$ cat src/rtl/ft_recovery_unit.sv
// rtl/ft_recovery_unit.sv - register-file copy and checkpoint PC reload after a fault recovery request
// Reads x1..x(NUM_REGS-1) from the healthy core, writes them one cycle later, then strobes the PC.
module ft_recovery_unit #(
    parameter int unsigned       NUM_REGS = 32,
    parameter int unsigned       ADDR_W   = 5,
    parameter int unsigned       DATA_W   = 32,
    parameter logic [DATA_W-1:0] RESET_PC = 32'h0000_0080
) (
    input  logic              clk_i,
    input  logic              rst_ni,
    input  logic              recover_i,
    input  logic              recovering_i,
    input  logic              load_pc_i,
    input  logic [DATA_W-1:0] pc_i,
    output logic [ADDR_W-1:0] rf_raddr_o,
    input  logic [DATA_W-1:0] rf_rdata_i,
    output logic              rf_we_o,
    output logic [ADDR_W-1:0] rf_waddr_o,
    output logic [DATA_W-1:0] rf_wdata_o,
    output logic [DATA_W-1:0] pc_o,
    output logic              pc_valid_o,
    output logic              recovery_done_o,
    output logic              busy_o,
    output logic [7:0]        recovery_cnt_o
);

    typedef enum logic [2:0] {
        IDLE,
        COPY,
        DRAIN,
        LOAD_PC,
        DONE
    } state_t;

    localparam logic [ADDR_W-1:0] LAST_ADDR = ADDR_W'(NUM_REGS - 1);

    state_t            state_q;
    logic              recover_q;
    logic [DATA_W-1:0] pc_ckpt_q;
    logic [ADDR_W-1:0] raddr_q;
    logic [ADDR_W-1:0] waddr_q;
    logic              we_q;
    logic [DATA_W-1:0] pc_q;
    logic              pc_valid_q;
    logic              done_q;
    logic [7:0]        cnt_q;
    logic              start;

    assign start = recover_i & ~recover_q;

    always_ff @(posedge clk_i or negedge rst_ni) begin
        if (!rst_ni) begin
            state_q    <= IDLE;
            recover_q  <= 1'b0;
            pc_ckpt_q  <= RESET_PC;
            raddr_q    <= '0;
            waddr_q    <= '0;
            we_q       <= 1'b0;
            pc_q       <= '0;
            pc_valid_q <= 1'b0;
            done_q     <= 1'b0;
            cnt_q      <= 8'd0;
        end else begin
            recover_q <= recover_i;
            case (state_q)
                IDLE: begin
                    we_q       <= 1'b0;
                    pc_valid_q <= 1'b0;
                    done_q     <= 1'b0;
                    if (load_pc_i) begin
                        pc_ckpt_q <= pc_i;
                    end
                    if (start) begin
                        state_q <= COPY;
                        raddr_q <= ADDR_W'(1);
                    end
                end
                COPY: begin
                    if (!recovering_i) begin
                        state_q <= IDLE;
                        raddr_q <= '0;
                        we_q    <= 1'b0;
                    end else begin
                        // The read issued this cycle becomes next cycle's write.
                        we_q    <= 1'b1;
                        waddr_q <= raddr_q;
                        if (raddr_q == LAST_ADDR) begin
                            state_q <= DRAIN;
                            raddr_q <= '0;
                        end else begin
                            raddr_q <= raddr_q + ADDR_W'(1);
                        end
                    end
                end
                DRAIN: begin
                    we_q    <= 1'b0;
                    waddr_q <= '0;
                    if (!recovering_i) begin
                        state_q <= IDLE;
                    end else begin
                        state_q    <= LOAD_PC;
                        pc_q       <= pc_ckpt_q;
                        pc_valid_q <= 1'b1;
                    end
                end
                LOAD_PC: begin
                    pc_q       <= '0;
                    pc_valid_q <= 1'b0;
                    if (!recovering_i) begin
                        state_q <= IDLE;
                    end else begin
                        state_q <= DONE;
                        done_q  <= 1'b1;
                    end
                end
                DONE: begin
                    if (!recovering_i) begin
                        state_q <= IDLE;
                        done_q  <= 1'b0;
                        if (cnt_q != 8'hFF) begin
                            cnt_q <= cnt_q + 8'd1;
                        end
                    end
                end
                default: begin
                    state_q    <= IDLE;
                    raddr_q    <= '0;
                    we_q       <= 1'b0;
                    pc_valid_q <= 1'b0;
                    done_q     <= 1'b0;
                end
            endcase
        end
    end

    assign rf_raddr_o      = raddr_q;
    assign rf_we_o         = we_q;
    assign rf_waddr_o      = waddr_q;
    assign rf_wdata_o      = we_q ? rf_rdata_i : '0;
    assign pc_o            = pc_q;
    assign pc_valid_o      = pc_valid_q;
    assign recovery_done_o = done_q;
    assign busy_o          = (state_q != IDLE);
    assign recovery_cnt_o  = cnt_q;

endmodule
$ cat config.mk
export PLATFORM = sky130hd
export DESIGN_NAME = ft_recovery_unit
export DESIGN_NICKNAME = d
export VERILOG_FILES = /design/src/rtl/ft_recovery_unit.sv
export SDC_FILE = /design/constraint.sdc
export NUM_CORES = 1
export LEC_CHECK = 0
export CAP_MARGIN = 30
export CORE_ASPECT_RATIO = 1.75
export CORE_MARGIN = 5
export CORE_UTILIZATION = 35
export DETAILED_ROUTE_END_ITERATION = 6
export PLACE_DENSITY = 0.64
export SYNTH_ARGS = -nofsm -noshare
export SYNTH_HDL_FRONTEND = slang
export SYNTH_SLANG_ARGS = --single-unit
$ cat constraint.sdc
create_clock -name clk_i -period 5.77 [get_ports clk_i]
set_clock_uncertainty 0.2 [all_clocks]
set_input_delay 0.577 -clock clk_i [delete_from_list [all_inputs] [get_ports clk_i]]
set_output_delay 0.577 -clock clk_i [all_outputs]
set_load 0.03 [all_outputs]
==> Word-level counts from Yosys, hierarchy flattened <==
Cells that the tools add are included.
{ "word_totals": {"regBits": 89, "inputBits": 69, "output_inout_bits": 86, "wordCells": 68} }
{ "classes": {"addsub": 2, "eq_ne": 12, "muxes": 22, "n_bitwise": 6, "reduce_logical": 16} }
{ "op_table": {"columns": ["operator", "count"], "rows": [
  ["32-bit two-way mux", 2],
  ["32-bit one-hot mux with 2 select lines", 1],
  ["5-bit two-way mux", 4],
  ["3-bit two-way mux", 5],
  ["3-bit one-hot mux with 5 select lines", 1],
  ["5-bit one-hot mux with 3 select lines", 1],
  ["2-bit != test, second input constant", 5],
  ["5-bit one-hot mux with 2 select lines", 1],
  ["2-bit AND reduction", 5],
  ["3-bit AND reduction", 3],
  ["8-bit by 1-bit adder with 8-bit output, second input constant", 1],
  ["8-bit != test, second input constant", 1],
  ["3-bit by 2-bit equality test with 1-bit output, second input constant", 2],
  ["2-bit OR reduction", 3],
  ["5-bit by 1-bit adder with 5-bit output, second input constant", 1],
  ["5-bit equality test, second input constant", 1],
  ["1-bit NOT", 5],
  ["1-bit one-hot mux with 2 select lines", 2],
  ["2-bit nonzero test", 2],
  ["3-bit by 1-bit equality test with 1-bit output, second input constant", 1],
  ["3-bit equality test, second input constant", 1],
  ["3-bit logical NOT", 1],
  ["1-bit two-way mux", 3],
  ["3-bit != test, second input constant", 1],
  ["other kinds (5)", 5]
]} }

==> Longest topological paths before layout <==
Gate-level depths: netlist of run 1.
{ "depth": {"depth_word": 4, "depth_mapped": 6, "mapped_depth_nobuf": 6} }

==> Worst setup path after synthesis of run 1 <==
OpenSTA, ideal clock, no wires.
{ "synth_path": {"kind": "register -> register", "start": "register raddr_q[0] (netlist: rf_raddr_o[0])", "end": "register raddr_q[3] (netlist: rf_raddr_o[3])", "setup_time_ns": 0.082, "arrival_ns": 1.798, "required_time_ns": 5.488, "slack_ns": 3.690, "path_stages_with_launch": 6, "n_path_buf": 0, "period_less_slack_ns": 2.080, "path_cell_list": "dfrtp_1 -> ha_1 -> and3_1 -> ha_1 -> or4_1 -> a31oi_1"} }
{ "synth_via": {"elab_chain_cells": 4, "word_cells_on_any_way": 5, "classes_between": "add/sub: 1; eq/ne: 1; mux: 3"} }
{ "synth_lines": {"columns": ["item", "line_no", "rtl"], "rows": [
  ["from (decl)", "40", "logic [ADDR_W-1:0] raddr_q;"],
  ["from (signal assigned)", "91", "raddr_q <= raddr_q + ADDR_W'(1);"],
  ["5-bit by 1-bit adder with 5-bit output / 5-bit equality test (equally long branches)", "91, 87", null],
  ["5-bit two-way mux *", "87", "if (raddr_q == LAST_ADDR) begin"],
  ["5-bit two-way mux *", "79", "if (!recovering_i) begin"],
  ["5-bit one-hot mux with 3 select lines *", "65", "case (state_q)"]
]} }
Mark *: on every way between the ends. The rest lies on a longest branch, timed or not.
A chain may end at the register's enable or synchronous reset.

==> Worst setup path after layout of run 1 <==
{ "layout_path": {"start": "register state_q[0]", "end": "output busy_o"} }
{ "layout_via": {"elab_chain_cells": 1} }
{ "layout_lines": {"columns": ["item", "line_no", "rtl"], "rows": [
  ["from (decl)", "37", "state_t state_q;"],
  ["from (signal assigned)", "53", "state_q <= IDLE;"],
  ["from (signal assigned)", "74", "state_q <= COPY;"],
  ["from (signal assigned)", "80", "state_q <= IDLE;"],
  ["3-bit nonzero test", "143", "assign busy_o = (state_q != IDLE);"],
  ["to (decl)", "23", "output logic busy_o,"]
]} }
Every way passes these cells.

==> impl_metrics.py, run 1 <==
metrics = {
    "logic_synthesis": {
        "ys_seq_area_frac": 0.571,
        "syn-mean-instance-area_um2": 12.8,
        "synth_edf_count": 0,
        "synthesis.nets": 377,
        "synthTopCellsByCount": "dfrtp_1 (88), a22o_1 (34), and2_1 (34)",
        "yosys.area.top_type": "dfrtp_1",
        "synth.area.top_cells": "dfrtp_1 (56%), mux2_2 (8.4%), a22o_1 (7.6%), and2_1 (5.4%), mux2_1 (1.7%)",
        "ys_seq_elements": 89,
        "syn_area_um2": 3900,
        "yosysWarnings": 0,
        "yosysTopAreaCellShare": 0.564,
        "synth_flop_cell": "dfrtp_1",
        "syn_inst": 305,
        "yosysMostFrequentCell": "dfrtp_1",
        "ys_types": 45,
        "synth-async-reset-ratio": 1.00,
    },
    "timing": {
        "grt_setup_unrepaired": "false",
        "setup_violations": 0,
        "min_period_ns": 2.97,
        "hold_viol": 0,
        "relSlewSlack": 0.498,
        "drv_slew": 0,
        "finalSetupTns_ns": 0,
        "period_share": 0.515,
        "worstMarginPinSlew_ns": 0.752,
        "fmax_ghz": 0.337,
    },
    "clocking": {
        "root_buffer": "clkbuf_16",
        "htree_levels": 3,
        "cts_tree": "done",
        "path_clk_slew_ns": 0.07,
        "clk_latency_ns": 0.34,
        "cts_buffers": 9,
        "clock-sinks": 89,
        "ctsLongestPathBuffers": 2,
    },
    "layout": {
        "insertedDiodeCount": 0,
        "synthToLayoutAreaGrowth_pct": 50.5,
        "seqCellArea_um2": 2230,
        "fin_area_um2": 5880,
        "fill_cells": 959,
        "multi_input_area_um2": 1570,
        "nets": 527,
        "drive_above_1_share": 0.126,
    },
    "power": {
        "seq_power_share": 0.438,
        "power.share.clock": 0.384,
        "p_sw_uw": 441,
        "swShare": 0.262,
        "max-vdd-ir-drop_mv": 0.207,
        "power.density_nw_per_um2": 287,
        "share_comb_of_total_power": 0.178,
        "cellLeakagePower_nw": 2.50,
        "internal_power_mw": 1.25,
    },
    "worst_setup_path": {
        "critical-path-top-delay-family": "flip-flops",
        "cp.arrival_ns": 2.19,
        "critPathBufInv": 1,
        "crit_required_ns": 4.99,
        "setup.worst_path.class": "flip-flop to output port",
        "cp-end-kind": "output port",
        "slowest_stage": "dfrtp_1",
        "worst_setup_path_start_kind": "flip-flop",
        "cpPeakStageDelay_ns": 0.83,
        "cp_max_fo": 21,
        "critical_path.cell_chain": "or3_4 > clkdlybuf4s50_1",
    },
    "floorplan": {
        "row_count": 51,
        "ios": 155,
        "die_w_um": 89.8,
        "start_util": 0.354,
        "core-area_um2": 11000,
        "die-height_um": 150,
        "die_area_um2": 13500,
    },
    "global_routing": {
        "antenna_found_initial": 0,
        "grt-ovfl-total": 0,
        "grt_usage": 0.156,
        "grt_max_degree": 61,
        "grt_pass1_wl_um": 16900,
        "grt_pass1_vias": 3210,
    },
    "routing": {
        "totalWireLength_um": 10500,
        "dr_total_vias": 3078,
        "dr.pass1.iters": 4,
        "drtIter0Drc": 71,
        "drc": 0,
        "drtAntennaViolNets": 0,
        "routed_via_density": 5.20,
        "wl_per_cell_um": 17.7,
    },
    "min_path": {
        "hold_path_class": "flip-flop to flip-flop",
    },
    "run_status": {
        "outcome": "finished, final reports clean",
    },
    "placement": {
        "place_congestion": 0.790,
        "postPlaceCellArea_um2": 5530,
        "dpl.hpwl_um": 7640,
        "portBuffers": 154,
    },
    "run": {
        "maxCapViolations": 0,
    },
}
kinds of logic after synthesis:
group / after synthesis / synth area share
DFF: 89 / 0.571
and+or+nand+nor: 83 / 0.142
AOI/OAI and AO/OA: 70 / 0.139
muxes: 36 / 0.103
buffers and inverters: 22 / 0.0311
adders and majority gates: 3 / 0.00961
xor gates and xnor gates: 2 / 0.00449
area by class of cell:
type,count,share of cell area
timing repair buffer,158,0.267
sequential,89,0.379
clock inverter,6,0.0164
tap,132,0.0281
multi-input combinational,194,0.266
inverter,3,0.00192
clock buffer,10,0.0407
power by group through the flow:
stage,sequential (mW),clock (mW),combinational (mW)
2_1_floorplan,0.773,0,0.135
3_3_place_gp,0.747,0,0.300
3_5_place_dp,0.752,0,0.305
4_1_cts,0.740,0.663,0.306
5_1_grt,0.750,0.696,0.322
6_report,0.739,0.647,0.301
flip-flops by register name, summed over array words and instances, names as in the netlist:
signal           flops
pc_o                32
pc_ckpt_q           32
rf_waddr_o           5
pc_valid_o           1
recovery_done_o      1
rf_raddr_o           5
state_q              3
rf_we_o              1
recover_q            1
recovery_cnt_o       8
cell usage in the layout (no fill, tap or decap), types with 5 or more instances in the layout:
master           synthesis  final
a21oi_1                 11     11
a22o_1                  34     34
clkbuf_16                0      9
nand4_1                  5      5
mux2_2                  29     29
nor2b_1                  8      8
nand2_1                  5      5
and2_1                  34     34
nand3_1                  5      5
o2bb2ai_1                5      5
and3_1                   6      6
dfrtp_1                 88     88
clkdlybuf4s50_1          0    153
mux2_1                   6      6
layer usage:
layer | global-route usage | up-vias | share of wire
li1 | - | 1410 | -
met1 | 0.171 | 1535 | 0.39
met2 | 0.285 | 124 | 0.53
met3 | 0.0483 | 9 | 0.070
met4 | 0.0499 | 0 | 0.013
met5 | 0 | - | 0
final timing paths:
check | from | to | slack [ns] | depth (start not counted)
min reg2reg | pc_ckpt_q[22] | pc_ckpt_q[22] | 0.29 | 1
min | pc_ckpt_q[22] | pc_ckpt_q[22] | 0.29 | 1
min in group asynchronous | rst_ni | recovery_cnt_o[0] | 0.50 | 2
max | state_q[0] | busy_o | 2.80 | 2
max in group asynchronous | rst_ni | rf_raddr_o[1] | 3.76 | 3
max reg2reg | state_q[0] | pc_ckpt_q[1] | 3.38 | 3
timing repair:
item	4_1_cts	5_1_grt
hold endpoints to repair	29	0
gates resized for setup	0	0
hold buffers	1	0
buffers inserted	0	0
stage by stage:
stage	total power [mW]	utilization	setup slack [ns]	hold WS, ns	std cells
floorplan	0.907	-	3.69	0.0814	305
global placement	1.05	0.501	3.12	0.270	575
detailed placement	1.06	0.501	3.13	0.276	575
CTS	1.71	0.532	2.78	0.292	592
global route	1.77	0.532	2.68	0.316	592
finish	1.69	0.532	2.80	0.291	592
worst register-to-register path, cell delays in order, from the launching register on:
cell     delay, ns
dfrtp_1       0.65
or3_4         0.54
nor2_8        0.46
mux2_2        0.41
Power figures use the tool's default switching activity.
==> run 2: changes to the inputs <==
- clock period: 5.77 -> 2.9 ns (I/O delays scaled with it)
==> impl_metrics.py, run 2 (synthesis gave the netlist of run 1 again) <==
metrics = {
    "global_routing": {
        "grt_pass1_vias": 3214,
        "grt_pass1_wl_um": 17100,
        "grt-ovfl-total": 0,
        "grt_max_degree": 46,
        "grt_usage": 0.160,
        "antenna_found_initial": 0,
    },
    "layout": {
        "final_util": 0.537,
        "drive_above_1_share": 0.135,
        "mostFrequentLayoutCells": "clkdlybuf4s50_1 (153), dfrtp_1 (88), and2_1 (34), a22o_1 (34), mux2_2 (29)",
        "insertedDiodeCount": 0,
        "fin_cells": 598,
        "fin_area_um2": 5930,
        "fill_cells": 984,
        "nets": 533,
        "mostFrequentLayoutCell": "clkdlybuf4s50_1",
        "synthToLayoutAreaGrowth_pct": 51.8,
    },
    "min_path": {
        "hold_path_class": "input pin to flip-flop",
    },
    "routing": {
        "dr_total_vias": 3039,
        "wl_per_cell_um": 17.9,
        "drtAntennaViolNets": 0,
        "drc": 0,
        "dr.pass1.iters": 4,
        "routed_via_density": 5.08,
        "totalWireLength_um": 10700,
        "drtIter0Drc": 147,
    },
    "floorplan": {
        "core-area_um2": 11000,
        "row_count": 51,
        "die_w_um": 89.8,
        "die_area_um2": 13500,
        "die-height_um": 150,
        "start_util": 0.354,
        "ios": 155,
    },
    "clocking": {
        "htree_levels": 3,
        "cts_tree": "done",
        "path_clk_slew_ns": 0.06,
        "clock-sinks": 89,
        "cts_buffers": 9,
        "ctsLongestPathBuffers": 2,
        "root_buffer": "clkbuf_16",
        "clk_latency_ns": 0.34,
    },
    "timing": {
        "min_period_ns": 2.51,
        "drv_slew": 0,
        "hold-worst-slack_ns": 0.273,
        "setup_ws_ns": 0.386,
        "relSlewSlack": 0.544,
        "setup_violations": 0,
        "finalSetupTns_ns": 0,
        "worstMarginPinSlew_ns": 0.685,
        "period_share": 0.867,
        "fmax_ghz": 0.398,
        "grt_setup_unrepaired": "false",
        "hold_viol": 0,
    },
    "placement": {
        "postPlaceCellArea_um2": 5590,
        "pre_cts_ws_ns": 0.701,
        "dpl.hpwl_um": 7790,
        "place_congestion": 0.791,
        "portBuffers": 154,
        "dp_cells": 581,
    },
    "worst_setup_path": {
        "worst_setup_path_start_kind": "flip-flop",
        "cp-end-kind": "output port",
        "crit_required_ns": 2.41,
        "cp.arrival_ns": 2.02,
        "setup.worst_path.class": "flip-flop to output port",
        "cp_max_fo": 35,
    },
    "power": {
        "max-vdd-ir-drop_mv": 0.423,
        "power.density_nw_per_um2": 566,
        "power.total_mw": 3.35,
        "cellLeakagePower_nw": 2.53,
    },
    "run_status": {
        "outcome": "finished, final reports clean",
    },
    "run": {
        "maxCapViolations": 0,
    },
}
[run 2: changes by cell type in the layout (fill, tap and decap cells not counted), sizes merged]
cell    previous run  this run
buf                4        10
clkbuf            10        11
inv                6         5
[run 2: layout make-up]
type	instances	area, um2	area share
sequential	89	2230	0.376
timing repair buffer	164	1630	0.275
clock inverter	5	85.1	0.0144
clock buffer	11	243	0.0410
inverter	3	11.3	0.00190
multi-input combinational	194	1570	0.264
tap	132	165	0.0279
[run 2: metal layers]
layer	wire, um	vias to the layer above	track usage	share of wire
met5	0	-	0	0
met4	243	0	0.0688	0.023
met3	896	20	0.0558	0.084
met2	5410	137	0.273	0.51
met1	4130	1463	0.179	0.39
li1	-	1419	-	-
[run 2: timing repair]
item / CTS / global route
endpoints found under the hold margin: 44 / 0
gates resized for setup: 0 / 0
hold buffers: 1 / 0
buffers inserted: 0 / 0
[run 2: path summary, 6_finish.rpt]
check	startpoint	end	slack [ns]	cells past startpoint
max	rf_we_o	rf_wdata_o[29]	0.39	2
min	recover_i	recover_q	0.27	1
max reg2reg	rf_raddr_o[1]	rf_raddr_o[3]	0.80	5
min reg2reg	pc_ckpt_q[28]	pc_ckpt_q[28]	0.29	1
max in group asynchronous	rst_ni	pc_ckpt_q[7]	1.48	3
min in group asynchronous	rst_ni	pc_ckpt_q[3]	0.32	2
[run 2: power breakdown]
group          total, mW  switching, mW  internal [mW]
Clock               1.27          0.484          0.785
Sequential          1.46         0.0861           1.37
Combinational      0.629          0.301          0.328
Total               3.35          0.871           2.48
[run 2: critical path, stage by stage, from the launching register on]
cell and delay, ns:
dfrtp_1 0.78, and2_1 0.23, clkdlybuf4s50_1 0.68
==> run 3: changes to the inputs <==
- CAP_MARGIN: 30 -> 20
- CORE_MARGIN: 5 -> 3
==> impl_metrics.py, run 3 (synthesis gave the netlist of run 1 again) <==
metrics = {
    "clocking": {
        "ctsLongestPathBuffers": 2,
        "cts_tree": "done",
        "clock-sinks": 89,
        "cts_buffers": 9,
        "root_buffer": "clkbuf_16",
        "clk_latency_ns": 0.33,
        "htree_levels": 3,
        "path_clk_slew_ns": 0.06,
        "post_cts.repair.setup_buffers": 0,
    },
    "worst_setup_path": {
        "setup.worst_path.class": "flip-flop to output port",
        "reg2reg_depth": 5,
        "critical_path.cell_chain": "buf_4 > and2_1 > clkdlybuf4s50_1",
        "worst_setup_path_start_kind": "flip-flop",
        "r2r_setup_slack_ns": 0.83,
        "cp.arrival_ns": 1.88,
        "crit_required_ns": 2.41,
        "cpPeakStageDelay_ns": 0.66,
        "r2r-end": "rf_raddr_o[3]",
        "crit_start": "rf_we_o",
        "cp-end-kind": "output port",
        "slowest_stage": "clkdlybuf4s50_1",
        "cp_max_fo": 22,
        "critPathBufInv": 2,
        "timing.rr.start": "rf_raddr_o[0]",
        "crit_cells": 3,
        "critical-path-top-delay-family": "buffers and inverters",
    },
    "floorplan": {
        "start_util": 0.361,
        "core-area_um2": 10800,
        "row_count": 50,
        "die_area_um2": 12500,
        "die_w_um": 85.8,
        "ios": 155,
        "die-height_um": 146,
    },
    "power": {
        "cellLeakagePower_nw": 2.52,
        "internal_power_mw": 2.50,
        "seq_power_share": 0.438,
        "p_sw_uw": 828,
        "power.share.clock": 0.376,
        "max-vdd-ir-drop_mv": 0.404,
        "share_comb_of_total_power": 0.186,
        "swShare": 0.249,
        "power.density_nw_per_um2": 563,
    },
    "layout": {
        "fill_cells": 948,
        "mostFrequentLayoutCells": "clkdlybuf4s50_1 (153), dfrtp_1 (88), and2_1 (34), a22o_1 (34), mux2_2 (29)",
        "mostFrequentLayoutCell": "clkdlybuf4s50_1",
        "synthToLayoutAreaGrowth_pct": 51.2,
        "insertedDiodeCount": 0,
        "fin_cells": 594,
        "drive_above_1_share": 0.127,
        "nets": 531,
        "final_util": 0.546,
    },
    "routing": {
        "drc": 0,
        "wl_met3_um": 752,
        "routed_via_density": 5.19,
        "dr_total_vias": 3083,
        "dr.pass1.iters": 4,
        "drtAntennaViolNets": 0,
        "wl_per_cell_um": 16.7,
        "wl_met2_um": 5390,
        "totalWireLength_um": 9910,
        "wl_met1_um": 3590,
        "top_layer_used": "met4",
        "drtIter0Drc": 114,
    },
    "placement": {
        "dp_cells": 577,
        "dpl.hpwl_um": 7260,
        "place_congestion": 0.747,
        "portBuffers": 154,
    },
    "timing": {
        "fmax_ghz": 0.422,
        "period_share": 0.818,
        "hold_viol": 0,
        "finalSetupTns_ns": 0,
        "grt_setup_unrepaired": "false",
        "relSlewSlack": 0.617,
        "drv_slew": 0,
        "hold-worst-slack_ns": 0.288,
        "min_period_ns": 2.37,
        "setup_violations": 0,
        "worstMarginPinSlew_ns": 0.574,
    },
    "run": {
        "maxCapViolations": 0,
    },
    "global_routing": {
        "grt-ovfl-total": 0,
        "grt_max_degree": 51,
        "grt_pass1_wl_um": 16600,
        "grt_usage": 0.169,
        "antenna_found_initial": 0,
        "grt_pass1_vias": 3214,
    },
    "min_path": {
        "hold_path_class": "input pin to asynchronous set/reset pin",
    },
    "run_status": {
        "outcome": "finished, final reports clean",
    },
}
[run 3: changes by cell type in the layout (fill, tap and decap cells not counted)]
cell / previous run / this run
buf_4: 9 / 7
clkbuf_1: 1 / 3
inv_6: 2 / 0
clkbuf_8: 1 / 2
clkinvlp_4: 1 / 0
[run 3: power by group through the flow]
stage	combinational, mW	sequential (mW)	clock, mW
4_1_cts	0.629	1.46	1.28
5_1_grt	0.667	1.48	1.35
3_5_place_dp	0.627	1.48	0
2_1_floorplan	0.268	1.54	0
3_3_place_gp	0.618	1.47	0
6_report	0.618	1.46	1.25
[run 3: per-stage QoR]
step / setup WS [ns] / total power, mW / cell area [um2]
2_1_floorplan: 0.820 / 1.80 / 3910
3_3_place_gp: 0.565 / 2.09 / 5570
3_5_place_dp: 0.548 / 2.11 / 5570
4_1_cts: 0.470 / 3.37 / 5910
5_1_grt: 0.350 / 3.49 / 5910
6_report: 0.529 / 3.33 / 5910
[run 3: area by class of cell]
| cell class | count | area, um2 | share of cell area |
|---|---|---|---|
| tap | 130 | 163 | 0.0275 |
| sequential | 89 | 2230 | 0.377 |
| inverter | 3 | 11.3 | 0.00191 |
| clock inverter | 2 | 60.1 | 0.0102 |
| clock buffer | 14 | 264 | 0.0447 |
| timing repair buffer | 162 | 1610 | 0.273 |
| multi-input combinational | 194 | 1570 | 0.265 |
[run 3: worst max path at each step]
| stage | end | slack [ns] |
|---|---|---|
| 3_5_place_dp | recovery_cnt_o[6] | 0.55 |
| 3_3_place_gp | recovery_cnt_o[7] | 0.56 |
| 6_report | rf_wdata_o[29] | 0.53 |
| 5_1_grt | rf_wdata_o[31] | 0.35 |
| 2_1_floorplan | rf_raddr_o[3] | 0.82 |
| 4_1_cts | rf_wdata_o[29] | 0.47 |
[run 3: worst reg2reg max path, cell delays in order (launching register included)]
cell,delay (ns)
dfrtp_1,0.45
ha_1,0.26
and3_1,0.19
ha_1,0.20
or4_1,0.52
a31oi_1,0.17
[run 3: layer usage]
metal | GRT usage | up-vias
li1 | - | 1419
met1 | 0.180 | 1523
met2 | 0.305 | 126
met3 | 0.0510 | 15
met4 | 0.0626 | 0
met5 | 0 | -
[run 3: repair_timing]
item,4_1_cts,5_1_grt
hold buffers,1,0
gates resized for setup,0,0
hold endpoints to repair,39,0
